--- config.mk ---
export PLATFORM = sky130hd
export DESIGN_NAME = exp_horner_seq
export DESIGN_NICKNAME = d
export VERILOG_FILES = /design/src/rtl/exp_horner_seq.sv
export SDC_FILE = /design/constraint.sdc
export NUM_CORES = 1
export LEC_CHECK = 0
export ABC_CLOCK_PERIOD_IN_PS = 19900
export BUFFER_PORTS_ARGS = -buffer_cell sky130_fd_sc_hd__buf_2
export CAP_MARGIN = 10
export CORE_MARGIN = 2
export CORE_UTILIZATION = 41
export DETAILED_ROUTE_END_ITERATION = 8
export MAX_ROUTING_LAYER = met4
export PLACE_DENSITY_LB_ADDON = 0.15
export SYNTH_ARGS = -nofsm -noshare
export SYNTH_HDL_FRONTEND = slang
export SYNTH_SLANG_ARGS = --single-unit
--- constraint.sdc ---
create_clock -name clk -period 19.9 [get_ports clk]
set_input_delay 5.97 -clock clk [delete_from_list [all_inputs] [get_ports clk]]
set_output_delay 5.97 -clock clk [all_outputs]
set_load 0.05 [all_outputs]
--- src/rtl/exp_horner_seq.sv ---
// Sequential degree-5 Horner evaluator for e^x (Q2.14 in, Q7.25 out) sharing one multiply-add.
// Define EXP_HORNER_SEQ_ROUND_EN to round-half-up each product instead of truncating.
module exp_horner_seq #(
   parameter int                   WIDTHIN  = 16,
   parameter int                   WIDTHOUT = 32,
   parameter logic [WIDTHIN-1:0]   A0       = 16'h4000,
   parameter logic [WIDTHIN-1:0]   A1       = 16'h4000,
   parameter logic [WIDTHIN-1:0]   A2       = 16'h2000,
   parameter logic [WIDTHIN-1:0]   A3       = 16'h0AAA,
   parameter logic [WIDTHIN-1:0]   A4       = 16'h02AA,
   parameter logic [WIDTHIN-1:0]   A5       = 16'h0088
) (
   input  logic                    clk,
   input  logic                    reset,
   input  logic                    i_valid,
   output logic                    o_ready,
   input  logic [WIDTHIN-1:0]      i_x,
   output logic                    o_valid,
   input  logic                    i_ready,
   output logic [WIDTHOUT-1:0]     o_y
);

   typedef enum logic [1:0] {IDLE, CALC, DONE} state_t;

   state_t                 state;
   logic [WIDTHIN-1:0]     x_reg;
   logic [WIDTHOUT-1:0]    acc;
   logic [2:0]             step;
   logic [WIDTHIN-1:0]     coef;
   logic [47:0]            product;
   logic [WIDTHOUT-1:0]    prod_trunc;
   logic [WIDTHOUT-1:0]    mac_sum;

   function automatic logic [WIDTHOUT-1:0] align(input logic [WIDTHIN-1:0] c);
      return {5'b0, c, 11'b0};
   endfunction

   // Coefficients are consumed from highest order downwards; A5 seeds the accumulator.
   always_comb begin
      coef = A0;
      case (step)
         3'd0:    coef = A4;
         3'd1:    coef = A3;
         3'd2:    coef = A2;
         3'd3:    coef = A1;
         default: coef = A0;
      endcase
   end

   assign product    = {16'b0, acc} * {32'b0, x_reg};
   assign prod_trunc = 32'(product >> 14);

`ifdef EXP_HORNER_SEQ_ROUND_EN
   assign mac_sum = prod_trunc + {31'b0, product[13]} + align(coef);
`else
   assign mac_sum = prod_trunc + align(coef);
`endif

   // Ready is combinational so a drain and a new acceptance can share one edge in DONE.
   assign o_ready = (state == IDLE) || ((state == DONE) && i_ready);

   always_ff @(posedge clk or posedge reset) begin
      if (reset) begin
         state   <= IDLE;
         x_reg   <= '0;
         acc     <= '0;
         step    <= '0;
         o_y     <= '0;
         o_valid <= 1'b0;
      end else begin
         case (state)
            IDLE: begin
               if (i_valid) begin
                  x_reg <= i_x;
                  acc   <= align(A5);
                  step  <= '0;
                  state <= CALC;
               end
            end
            CALC: begin
               acc  <= mac_sum;
               step <= step + 3'd1;
               if (step == 3'd4) begin
                  o_y     <= mac_sum;
                  o_valid <= 1'b1;
                  state   <= DONE;
               end
            end
            DONE: begin
               if (i_ready) begin
                  o_valid <= 1'b0;
                  if (i_valid) begin
                     x_reg <= i_x;
                     acc   <= align(A5);
                     step  <= '0;
                     state <= CALC;
                  end else begin
                     state <= IDLE;
                  end
               end
            end
            default: state <= IDLE;
         endcase
      end
   end

endmodule

==> flow_metrics.env, run 1 <==
export IMPL_finalMaxSlewViolations=0
export IMPL_min_from="o_y[23]"
export IMPL_nFillCells=4632
export IMPL_worstSetupPathType="input port to output pin"
export IMPL_setup_worst_path_end_class="output pin"
export IMPL_antenna_diode_count=0
export IMPL_antenna_found_initial=0
export IMPL_grt_start_max_net_pins=65
export IMPL_h_tree_depth=3
export IMPL_drc=0
export IMPL_clock_fmax_mhz=80.1
export IMPL_synth_seq_cells=86
export IMPL_vias_per_cell=5.18
export IMPL_die_h_um=222
export IMPL_syn2layout_area_growth_pct=5.84
export IMPL_clock_latency_ns=0.37
export IMPL_grt_ovfl_total=0
export IMPL_drive_above_1_share=0.0616
export IMPL_yosysTopAreaCellShare=0.427
export IMPL_crit_slowest_cell="buf_2"
export IMPL_r2r_end="o_y[31]"
export IMPL_placementRows=79
export IMPL_synth_area_mm2=0.0195
export IMPL_place_hpwl_um=40200
export IMPL_timing_final_crit_share=0.628
export IMPL_port_buffer_count=53
export IMPL_fp_dieArea_mm2=0.0494
export IMPL_dr_pass1_iters=5
export IMPL_synth_ff_type="dfrtp_1"
export IMPL_seq_area_mm2=0.00216
export IMPL_cts_buffer_depth=2
export IMPL_crit_top_cell="buf_2"
export IMPL_r2r_cells=32
export IMPL_worstMarginPinSlew_ns=1.13
export IMPL_place_congestion=0.910
export IMPL_min_path_cells=2
export IMPL_slowest_delay_ns=0.28
export IMPL_vias=14497
export IMPL_cts_sink_count=86
export IMPL_ioPinCount=54
export IMPL_hp_class="flip-flop to flip-flop"
export IMPL_postRouteAntennaNets=0
export IMPL_cp_max_fo=2
export IMPL_crit_chain="buf_2 -> inv_1 -> a21oi_1 -> buf_2"
export IMPL_synth_fp_nets=2757
export IMPL_netlist_instances=2202
export IMPL_tns_ns=0
export IMPL_netlist_top_cells_area="fa_1, dfrtp_1, inv_1, nand2_1, ha_1"
export IMPL_fin_worst_skew_ns=0.0240
export IMPL_required_ns=13.93
export IMPL_slew_limit_headroom=0.248
export IMPL_setup_viol=0
export IMPL_fin_crit_ns=12.49
export IMPL_finalNetCount=2740
export IMPL_crit_arrival_ns=6.52
export IMPL_drt_total_wl_um=53100
export IMPL_grt_pass1_wl_um=87000
export IMPL_hold_end="o_y[23]"
export IMPL_yosysTopAreaCell="fa_1"
export IMPL_cts_root_buffer="clkbuf_16"
export IMPL_max_cap_violations=0
export IMPL_avgSynthCellArea_um2=8.87
export IMPL_drt_iter0_markers=885
export IMPL_async_reset_ff_frac=1.00
export IMPL_synth_edff_count=0
export IMPL_cts_setup_buffers=0
export IMPL_cts_tree="done"
export IMPL_start_kind="input port"
export IMPL_avgRoutedWirePerCell_um=19.0
export IMPL_fin_util=0.442
export IMPL_multi_input_area_mm2=0.0152
export IMPL_worst_r2r_startpoint="x_reg[9]"
export IMPL_cts_buffers_inserted=9
export IMPL_rrSetupSlack_ns=10.57
export IMPL_grtUsageTotal=0.233
export IMPL_final_hold_violation_count=0
export IMPL_ctsResizeCount=0
export IMPL_status="complete, no violations"
export IMPL_synth_warnings=0
export IMPL_cts_hold_buf=0
export IMPL_synth_cell_type_count=64
export IMPL_rsz0062_at_grt="no"
export IMPL_initial_core_util=0.418
export IMPL_cts_clk_slew_worst_paths_ns=0.07
export IMPL_fp_coreArea_mm2=0.0468
export IMPL_grt_pass1_vias=15798
export IMPL_ys_seq_area_frac=0.110
export IMPL_die_w_um=222
-- how the worst max path moves through the flow --
stage	start	end
finish	i_ready	o_ready
global route	i_ready	o_ready
CTS	i_ready	o_ready
detailed placement	i_ready	o_ready
global placement	i_ready	o_ready
floorplan	i_ready	o_ready
-- cell type report --
class / instances / area share
inverters: 472 / 0.0859
well taps: 607 / 0.0367
clock buffers: 9 / 0.0109
repair buffers: 83 / 0.0237
multi-input cells: 1533 / 0.735
flip-flops and latches: 86 / 0.104
clock inverters: 7 / 0.00369
-- layer usage --
| layer | GRT usage | share of wire | routed length [µm] | vias to the layer above |
|---|---|---|---|---|
| met5 | - | 0 | 0 | - |
| met4 | 0.0541 | 0.021 | 1100 | 0 |
| met3 | 0.0151 | 0.036 | 1890 | 75 |
| met2 | 0.417 | 0.53 | 28300 | 314 |
| met1 | 0.289 | 0.41 | 21800 | 7585 |
| li1 | - | - | - | 6523 |
-- worst max-delay path, delay by kind of cell --
| family | cells | cell delay (ns) |
|---|---|---|
| AOI/OAI and AO/OA | 1 | 0.14 |
| buffers and inverters | 3 | 0.40 |
-- cells in the mapped netlist, drive strengths merged (4+ instances only) --
cell type / instances
ha: 119
and4: 4
clkbuf: 104
o21ai: 82
nand3: 10
mux2: 18
a31oi: 8
xor2: 19
nand2b: 6
nand4: 10
and2: 181
fa: 416
xnor2: 35
inv: 472
mux2i: 4
buf: 7
a21o: 13
or3: 5
a21oi: 41
dfrtp: 86
o22ai: 13
o21a: 5
o31ai: 9
nor2: 34
nor3: 11
nor2b: 9
nand2: 432
a211oi: 4
-- cells by family (layout without fill, tap and decap cells) --
group | count (synthesis) | count (layout) | share of synthesized area
and+or+nand+nor | 712 | 712 | 0.169
buffers and inverters | 583 | 571 | 0.112
adders and majority gates | 535 | 535 | 0.503
AOI/OAI and AO/OA | 210 | 210 | 0.0687
DFF | 86 | 86 | 0.110
xor gates and xnor gates | 54 | 54 | 0.0246
muxes | 22 | 22 | 0.0124
-- through the flow --
stage / instance area [µm²] / std cells / hold WS, ns / setup slack [ns]
final: 20700 / 2797 / 0.477 / 7.41
after global placement: 20400 / 2781 / 0.462 / 7.39
after floorplan: 19500 / 2202 / 0.515 / 7.13
after detailed placement: 20400 / 2781 / 0.466 / 7.40
after global routing: 20700 / 2797 / 0.515 / 7.33
after CTS: 20700 / 2797 / 0.482 / 7.40
-- placed cells by master, fill, tap and decap left out, types with 3 or more instances in the layout --
cell type,netlist,final
a31oi_1,7,7
o21bai_1,3,3
nand2b_1,6,6
or3_1,5,5
mux2i_1,4,4
fa_1,416,416
and2_1,181,180
and4_1,3,3
o21ai_0,80,80
nand4_1,10,10
buf_4,0,30
nor3_1,11,11
inv_1,472,471
a21oi_1,41,41
a211oi_1,4,4
o21a_1,5,5
dfrtp_1,86,83
nor2b_1,9,9
nor2_1,34,34
xor2_1,19,19
inv_8,0,3
dfrtp_2,0,3
a41oi_1,3,3
nand2_1,432,432
nand3_1,10,9
a21o_1,13,13
clkbuf_16,0,9
buf_2,6,53
xnor2_1,34,34
o31ai_1,9,9
ha_1,119,119
o22ai_1,13,13
mux2_2,18,18
Power of run 1 is not shown: default switching activity piles up to over one toggle a cycle in this logic, so the estimate is an artifact.
==> run 2, diff against run 1 <==
--- a/config.mk
+++ b/config.mk
@@ -5,7 +5,7 @@
 export SDC_FILE = /design/constraint.sdc
 export NUM_CORES = 1
 export LEC_CHECK = 0
-export ABC_CLOCK_PERIOD_IN_PS = 19900
+export ABC_CLOCK_PERIOD_IN_PS = 11000
 export BUFFER_PORTS_ARGS = -buffer_cell sky130_fd_sc_hd__buf_2
 export CAP_MARGIN = 10
 export CORE_MARGIN = 2
==> constraint.sdc (replaced) <==
create_clock -name clk -period 11 [get_ports clk]
set_input_delay 3.3 -clock clk [delete_from_list [all_inputs] [get_ports clk]]
set_output_delay 3.3 -clock clk [all_outputs]
set_load 0.05 [all_outputs]
==> flow_metrics.env, run 2 (synthesis gave the netlist of run 1 again) <==
export IMPL_slowest_delay_ns=0.69
export IMPL_cts_hold_buf=0
export IMPL_hp_class="flip-flop to flip-flop"
export IMPL_drc=0
export IMPL_worstMarginPinSlew_ns=0.975
export IMPL_status="complete, no violations"
export IMPL_max_cap_violations=0
export IMPL_setup_viol=0
export IMPL_grt_pass1_wl_um=84700
export IMPL_grtUsageTotal=0.227
export IMPL_port_buffer_count=53
export IMPL_dpl_worst_slack_ns=1.80
export IMPL_rrSetupSlack_ns=1.88
export IMPL_worstSetupPathType="flip-flop to flip-flop"
export IMPL_crit_buf_inv=4
export IMPL_crit_family="adder cells"
export IMPL_crit_top_cell="fa_1"
export IMPL_rsz0062_at_grt="no"
export IMPL_antenna_found_initial=0
export IMPL_vias_per_cell=5.13
export IMPL_clock_fmax_mhz=110
export IMPL_cts_tree="done"
export IMPL_crit_slowest_cell="dfrtp_1"
export IMPL_final_common_cell="inv_1"
export IMPL_initial_core_util=0.418
export IMPL_slew_limit_headroom=0.350
export IMPL_cts_sink_count=86
export IMPL_fp_dieArea_mm2=0.0494
export IMPL_grt_ovfl_total=0
export IMPL_worst_slack_ns=1.88
export IMPL_timing_final_crit_share=0.829
export IMPL_place_hpwl_um=41100
export IMPL_clock_latency_ns=0.38
export IMPL_fin_crit_ns=9.12
export IMPL_cp_max_fo=20
export IMPL_cts_root_buffer="clkbuf_16"
export IMPL_drive_above_1_share=0.0598
export IMPL_crit_arrival_ns=9.40
export IMPL_vias=14342
export IMPL_cts_setup_buffers=0
export IMPL_dr_pass1_iters=5
export IMPL_finalMaxSlewViolations=0
export IMPL_syn2layout_area_growth_pct=6.00
export IMPL_fp_coreArea_mm2=0.0468
export IMPL_start_kind="flip-flop"
export IMPL_finalNetCount=2741
export IMPL_cts_buffers_inserted=9
export IMPL_final_hold_violation_count=0
export IMPL_ioPinCount=54
export IMPL_drt_total_wl_um=51800
export IMPL_antenna_diode_count=0
export IMPL_fin_worst_skew_ns=0.0117
export IMPL_ctsResizeCount=0
export IMPL_placementRows=79
export IMPL_cts_clk_slew_worst_paths_ns=0.07
export IMPL_die_h_um=222
export IMPL_setup_worst_path_end_class="flip-flop"
export IMPL_grt_start_max_net_pins=66
export IMPL_drt_iter0_markers=617
export IMPL_final_cell_mix="inv_1, nand2_1, fa_1"
export IMPL_place_congestion=0.872
export IMPL_die_w_um=222
export IMPL_h_tree_depth=3
export IMPL_avgRoutedWirePerCell_um=18.5
export IMPL_required_ns=11.28
export IMPL_postRouteAntennaNets=0
export IMPL_tns_ns=0
export IMPL_cts_buffer_depth=2
export IMPL_grt_pass1_vias=15510
-- run 2: cell types whose count changed in the layout (fill, tap and decap cells not counted) --
cell	delta
clkinv_4	-1
clkinv_8	-1
bufinv_16	+1
inv_8	-3
dfrtp_2	-3
buf_4	-1
clkinv_2	+1
dfrtp_1	+3
buf_16	+2
clkbuf_1	+1
clkinvlp_4	+1
-- run 2: layout make-up --
type	instances	area [µm²]
Tap cell	607	759
Clock buffer	10	229
Sequential cell	86	2150
Clock inverter	5	60.1
Timing Repair Buffer	84	538
Fill cell	4711	26100
Multi-Input combinational cell	1533	15200
Inverter	472	1770
-- run 2: stage by stage --
step | hold WS, ns | instance area, µm² | utilization | instances
after floorplan | 0.515 | 19500 | - | 2202
after global placement | 0.458 | 20400 | 0.435 | 2780
after detailed placement | 0.467 | 20400 | 0.435 | 2780
after CTS | 0.481 | 20600 | 0.442 | 2795
after global routing | 0.516 | 20700 | 0.443 | 2797
final | 0.477 | 20700 | 0.443 | 2797
-- run 2: worst paths after layout --
check,endpoint,cells after the start,startpoint
max in group asynchronous,x_reg[9],3,reset
setup reg to reg,o_y[31],30,x_reg[3]
min in group asynchronous,o_y[29],2,reset
hold reg to reg,o_y[27],2,o_y[27]
hold / removal,o_y[27],2,o_y[27]
setup / recovery,o_y[31],30,x_reg[3]
-- run 2: worst min-delay path: cells and delay by family (launching register included) --
kind            cells  cell delay, ns
flops               1            0.34
simple gates        1            0.04
compound gates      1            0.06
-- run 2: metal layers --
layer / part of all wire / global-route usage / up-vias
li1: - / - / 6524
met1: 0.41 / 0.273 / 7516
met2: 0.53 / 0.400 / 218
met3: 0.026 / 0.0176 / 84
met4: 0.033 / 0.0800 / 0
met5: 0 / - / -
Power of run 2 is left out for the same reason.
